===== src/rtl/bdf_sched_seq.sv =====
// Schedule sequencer: holds an ITER_PERIOD-deep table of control words and replays
// it cyclically as per-buffer write/read ping-pong toggle pulses.
module bdf_sched_seq #(
  parameter int unsigned NUM_BUFFS   = 12,
  parameter int unsigned CTRL_WIDTH  = NUM_BUFFS * 2,
  parameter int unsigned ITER_PERIOD = 48,
  parameter int unsigned MAX_ITERS   = 0,
  parameter int unsigned STEP_W      = $clog2(ITER_PERIOD)
) (
  input  logic                  clk,
  input  logic                  rst,
  input  logic                  load_ctrl,
  input  logic                  start_ctrl,
  input  logic                  stop_ctrl,
  input  logic [CTRL_WIDTH-1:0] ctrl_in,
  output logic [NUM_BUFFS-1:0]  buff_wr_toggle,
  output logic [NUM_BUFFS-1:0]  buff_rd_toggle,
  output logic [STEP_W-1:0]     step,
  output logic [15:0]           iter_cnt,
  output logic                  busy,
  output logic                  table_valid,
  output logic                  cmd_err
);

  localparam int unsigned        CNT_W     = 16;
  localparam logic [STEP_W-1:0]  LAST_STEP = STEP_W'(ITER_PERIOD - 1);
  localparam logic [CNT_W-1:0]   MAX_CNT   = CNT_W'(MAX_ITERS);
  localparam bit                 BOUNDED   = (MAX_ITERS != 0);
  localparam logic [CNT_W-1:0]   CNT_SAT   = '1;

  typedef enum logic [1:0] {
    S_IDLE,
    S_LOAD,
    S_RUN,
    S_STOPPING
  } state_t;

  state_t                 state_q, state_d;
  logic [STEP_W-1:0]      wr_ptr_q, wr_ptr_d;
  logic [STEP_W-1:0]      rd_idx_q, rd_idx_d;
  logic [STEP_W-1:0]      step_d;
  logic [CNT_W-1:0]       iter_d;
  logic [CNT_W-1:0]       iter_inc;
  logic [NUM_BUFFS-1:0]   wr_tog_d, rd_tog_d;
  logic [NUM_BUFFS-1:0]   word_wr, word_rd;
  logic                   busy_d, valid_d, err_d;
  logic                   tbl_we;
  logic [STEP_W-1:0]      tbl_waddr;
  logic [CTRL_WIDTH-1:0]  tbl_word;

  // Schedule storage; contents are meaningful only while table_valid is set.
  logic [CTRL_WIDTH-1:0]  sched_mem [ITER_PERIOD];

  always_ff @(posedge clk) begin
    if (tbl_we) sched_mem[tbl_waddr] <= ctrl_in;
  end

  assign tbl_word = sched_mem[rd_idx_q];

  // Even bits drive write-side toggles, odd bits read-side toggles.
  for (genvar g = 0; g < NUM_BUFFS; g++) begin : g_split
    assign word_wr[g] = tbl_word[2*g];
    assign word_rd[g] = tbl_word[2*g+1];
  end

  assign iter_inc = (iter_cnt == CNT_SAT) ? iter_cnt : iter_cnt + CNT_W'(1);

  // Next-state and registered-output decode.
  always_comb begin
    state_d   = state_q;
    wr_ptr_d  = wr_ptr_q;
    rd_idx_d  = rd_idx_q;
    step_d    = step;
    iter_d    = iter_cnt;
    wr_tog_d  = '0;
    rd_tog_d  = '0;
    valid_d   = table_valid;
    err_d     = cmd_err;
    tbl_we    = 1'b0;
    tbl_waddr = wr_ptr_q;

    case (state_q)
      S_IDLE: begin
        if (stop_ctrl) begin
          state_d = S_IDLE;
        end else if (load_ctrl) begin
          tbl_we    = 1'b1;
          tbl_waddr = '0;
          wr_ptr_d  = STEP_W'(1);
          valid_d   = 1'b0;
          state_d   = S_LOAD;
        end else if (start_ctrl) begin
          if (table_valid) begin
            rd_idx_d = '0;
            step_d   = '0;
            iter_d   = '0;
            state_d  = S_RUN;
          end else begin
            err_d = 1'b1;
          end
        end
      end

      S_LOAD: begin
        if (stop_ctrl) begin
          wr_ptr_d = '0;
          state_d  = S_IDLE;
        end else begin
          if (start_ctrl) err_d = 1'b1;
          if (load_ctrl) begin
            tbl_we = 1'b1;
            if (wr_ptr_q == LAST_STEP) begin
              valid_d  = 1'b1;
              wr_ptr_d = '0;
              state_d  = S_IDLE;
            end else begin
              wr_ptr_d = wr_ptr_q + STEP_W'(1);
            end
          end
        end
      end

      S_RUN, S_STOPPING: begin
        wr_tog_d = word_wr;
        rd_tog_d = word_rd;
        step_d   = rd_idx_q;
        if (load_ctrl) err_d = 1'b1;
        if (rd_idx_q == LAST_STEP) begin
          // Iteration boundary: the only place a run may end without reset.
          rd_idx_d = '0;
          iter_d   = iter_inc;
          if ((state_q == S_STOPPING) || stop_ctrl || (BOUNDED && (iter_inc == MAX_CNT)))
            state_d = S_IDLE;
        end else begin
          rd_idx_d = rd_idx_q + STEP_W'(1);
          if ((state_q == S_RUN) && stop_ctrl) state_d = S_STOPPING;
        end
      end

      default: state_d = S_IDLE;
    endcase

    busy_d = (state_d == S_RUN) || (state_d == S_STOPPING);
  end

  always_ff @(posedge clk or negedge rst) begin
    if (!rst) begin
      state_q        <= S_IDLE;
      wr_ptr_q       <= '0;
      rd_idx_q       <= '0;
      step           <= '0;
      iter_cnt       <= '0;
      buff_wr_toggle <= '0;
      buff_rd_toggle <= '0;
      busy           <= 1'b0;
      table_valid    <= 1'b0;
      cmd_err        <= 1'b0;
    end else begin
      state_q        <= state_d;
      wr_ptr_q       <= wr_ptr_d;
      rd_idx_q       <= rd_idx_d;
      step           <= step_d;
      iter_cnt       <= iter_d;
      buff_wr_toggle <= wr_tog_d;
      buff_rd_toggle <= rd_tog_d;
      busy           <= busy_d;
      table_valid    <= valid_d;
      cmd_err        <= err_d;
    end
  end

endmodule


===== config.mk =====
export PLATFORM = sky130hd
export DESIGN_NAME = bdf_sched_seq
export DESIGN_NICKNAME = d
export VERILOG_FILES = /design/src/rtl/bdf_sched_seq.sv
export SDC_FILE = /design/constraint.sdc
export NUM_CORES = 1
export LEC_CHECK = 0
export CAP_MARGIN = 20
export CORE_MARGIN = 5
export CORE_UTILIZATION = 40
export DETAILED_ROUTE_END_ITERATION = 12
export PLACE_DENSITY = 0.62
export SLEW_MARGIN = 15
export SYNTH_ARGS = -nofsm -noshare
export SYNTH_HDL_FRONTEND = slang
export SYNTH_SLANG_ARGS = --single-unit

===== constraint.sdc =====
create_clock -name clk -period 2.99 [get_ports clk]
set_clock_uncertainty 0.15 [all_clocks]
set_input_delay 0.897 -clock clk [delete_from_list [all_inputs] [get_ports clk]]
set_output_delay 0.897 -clock clk [all_outputs]
set_load 0.05 [all_outputs]

==> results of run 1 <==
-- timing repair --
action | 4_1_cts | 5_1_grt
endpoints found under the hold margin | 0 | 0
hold buffers | 0 | 0
buffers inserted | 0 | 3
endpoints found under the setup margin | 28 | 7
cloned | 1 | 0
gates resized for setup | 26 | 5
-- area by class of cell --
cell class,count,area (um^2)
multi-input combinational,1017,10720
timing repair buffer,323,3498
antenna,7,17.52
sequential,1214,36160
fill,9503,61560
tap,1536,1922
inverter,6,22.52
clock inverter,67,535.5
clock buffer,155,3321
-- cells in the final DEF, fill, tap and decap left out, types with 7 or more instances in the layout --
master and count:
edfxtp_1 1152, mux2i_1 246, mux4_2 189, buf_4 167, clkbuf_16 125, buf_12 80, nor2_1 67, a22oi_1 67
dfrtp_1 57, nand2_1 45, a21oi_1 39, o21ai_0 39, a311oi_1 36, mux2_2 34, nor2_4 32, clkdlybuf4s50_1 30
nand3_1 29, o21ai_1 27, clkinv_1 27, dlygate4sd2_1 24, clkbuf_1 22, buf_2 21, clkinv_2 20, nor2_2 18
o221a_1 13, nor2b_1 12, nor4_1 12, a22o_1 10, or3_1 10, nand2b_1 9, clkinvlp_4 8, clkbuf_8 8
diode_2 7, a211oi_1 7, a221oi_1 7, bufinv_16 7
-- registers in the layout, indices dropped and copies added, names as in the netlist --
| name | flops |
|---|---|
| cmd_err | 1 |
| state_q | 1 |
| busy | 1 |
| sched_mem | 1152 |
| step | 6 |
| buff_rd_toggle | 12 |
| iter_cnt | 16 |
| buff_wr_toggle | 12 |
| wr_ptr_q | 6 |
| table_valid | 1 |
| rd_idx_q | 6 |
-- stage by stage --
step,hold slack [ns],utilization [%]
2_1_floorplan,0.3902,-
3_3_place_gp,0.3775,44.38
3_5_place_dp,0.3742,44.38
4_1_cts,0.1046,47.65
5_1_grt,0.1387,47.71
6_report,0.1274,47.72
-- cells by family after synthesis --
kind of cell / after synthesis / share of synthesized area (%)
mux: 469 / 15.00
compound gates: 270 / 4.052
flops: 1214 / 76.36
fa+ha+maj: 3 / 0.07931
buf+inv: 145 / 1.718
simple gates: 272 / 2.746
xor+xnor: 2 / 0.03701
-- report_power, final --
part           leakage [nW]  switching [mW]  total [mW]  internal, mW
clock network          1.88            6.22        14.6          8.41
logic                  6.87           0.455       0.589         0.134
registers              11.2          0.0259        18.7          18.7
-- path summary, 6_finish.rpt --
check,to,start,slack [ns],cells past startpoint
worst max-delay path,buff_rd_toggle[5],rd_idx_q[0],-0.005,8
max in group asynchronous,buff_wr_toggle[6],rst,1.94,2
min in group clk,step[5],step[5],0.37,2
worst min register to register,step[5],step[5],0.37,2
worst min-delay path,iter_cnt[13],rst,0.13,1
worst max register to register,buff_rd_toggle[5],rd_idx_q[0],-0.005,8
-- layer usage --
metal  vias to the layer above  track usage [%]  part of all wire [%]
met5                         -                0                 0.034
met4                         6            4.494                   2.2
met3                       183            3.910                   7.9
met2                       967            30.11                    47
met1                     12950            27.79                    43
li1                      10430                -                     -
==> impl_metrics.yaml, run 1 <==
layout:
  drive_gt1_share_pct: 26.78
  syn2layout_area_growth_pct: 18.74
  finish.instance_area_um2: 56200
  final_cells: 4325
  fin_nets: 2713
place:
  dpl_cell_area_um2: 52270
  place_congestion: 0.8925
  place_hpwl_um: 77780
  port_buffers: 77
  dp_slack_ns: -0.5767
  dp_cells: 4092
timing:
  fmax_ghz: 0.3339
  finalSetupViolations: 1
  post-route-min-period_ns: 2.995
  rsz0062_at_grt: "no"
  worst_slack_ns: -0.004579
  drv_slew: 0
  setup_tns_ns: -0.004579
  relSlewSlack_pct: 39.22
  timing.final.crit_share_pct: 100.2
  finalHoldViolations: 0
  tightest_slew_ns: 0.9077
setup_path:
  crit_chain: "buf_12 > buf_4 > mux4_2 > mux2i_1 > nor2_1 > a311oi_1 > buf_4 > o21ai_1"
  critPathLaunchType: "flip-flop"
  required_ns: 3.34
  crit_buf_inv: 3
  endpoint_kind: "flip-flop"
  cp_max_fo: 13
  cp_slowest_cell: "mux4_2"
  critPathMaxStageDelay_ns: 0.50
  worstPathArrival_ns: 3.35
  crit_top_cell: "buf_4"
  crit_family: "multiplexers"
  critical_path_class: "flip-flop to flip-flop"
grt:
  first_global_vias: 24560
  grt_pass1_wl_um: 174900
  antenna_found_initial: 11
  grt_max_degree: 63
  track_usage_pct: 19.15
  overflow: 0
logic_synthesis:
  synth_top_area_share_pct: 73.08
  syn-num-nets: 2407
  synthCells: 2375
  synth_area_um2: 47330
  async_flop_share_pct: 5.107
  synth_commonest_cells: "edfxtp_1, mux2i_1, mux4_2"
  synth.most_common_cell: "edfxtp_1"
  synth_edf_count: 1152
  synth_seq_cells: 1214
  synth_seq_area_share_pct: 76.36
  ys_types: 55
  synthTopCellsByArea: "edfxtp_1, mux4_2, mux2i_1"
  yosys_warnings: 0
  yosys.area.top_type: "edfxtp_1"
  ys.flop_type: "edfxtp_1"
  syn_area_per_cell_um2: 19.93
route:
  antenna_left: 0
  route.detailed.drc: 0
  drtIter0Drc: 2914
  dr.pass1.iters: 5
  avgViaCountPerCell: 5.674
  wl_um: 121900
  wl_per_cell_um: 28.19
  vias: 24540
clocking:
  clk_path_buf_depth: 3
  clock_latency_ns: 0.70
  cts_tree: "done"
  cts_made_buffers: 119
  cts.clk_slew.worst_paths_ns: 0.06
  h-tree-depth: 3
  clock_sinks: 1214
  clockRootBuffer: "clkbuf_16"
floorplan:
  rows: 126
  dieHeight_um: 354.0
  die_area_um2: 125300
  io_pins: 78
  die_x_um: 354.0
  coreArea_um2: 117800
  start_util_pct: 40.19
outcome:
  status: "complete, but fails checks"
  violations: "setup timing"
pwr:
  p_leak_nw: 19.91
  power.density_nw_per_um2: 603.0
  design_power_total_mw: 33.89
  ir_worst_vdd_uv: 479.3
job:
  maxCapViolCount: 0
worst_hold_path:
  min_path_type: "input pin to async pin"
Note: power is estimated with default switching activity, not from simulation.
==> run 2: changes to the inputs <==
- GPL_ROUTABILITY_DRIVEN: unset -> 0
==> results of run 2 <==
Same layout as run 1: the final DEF is identical, and so are final timing and power.
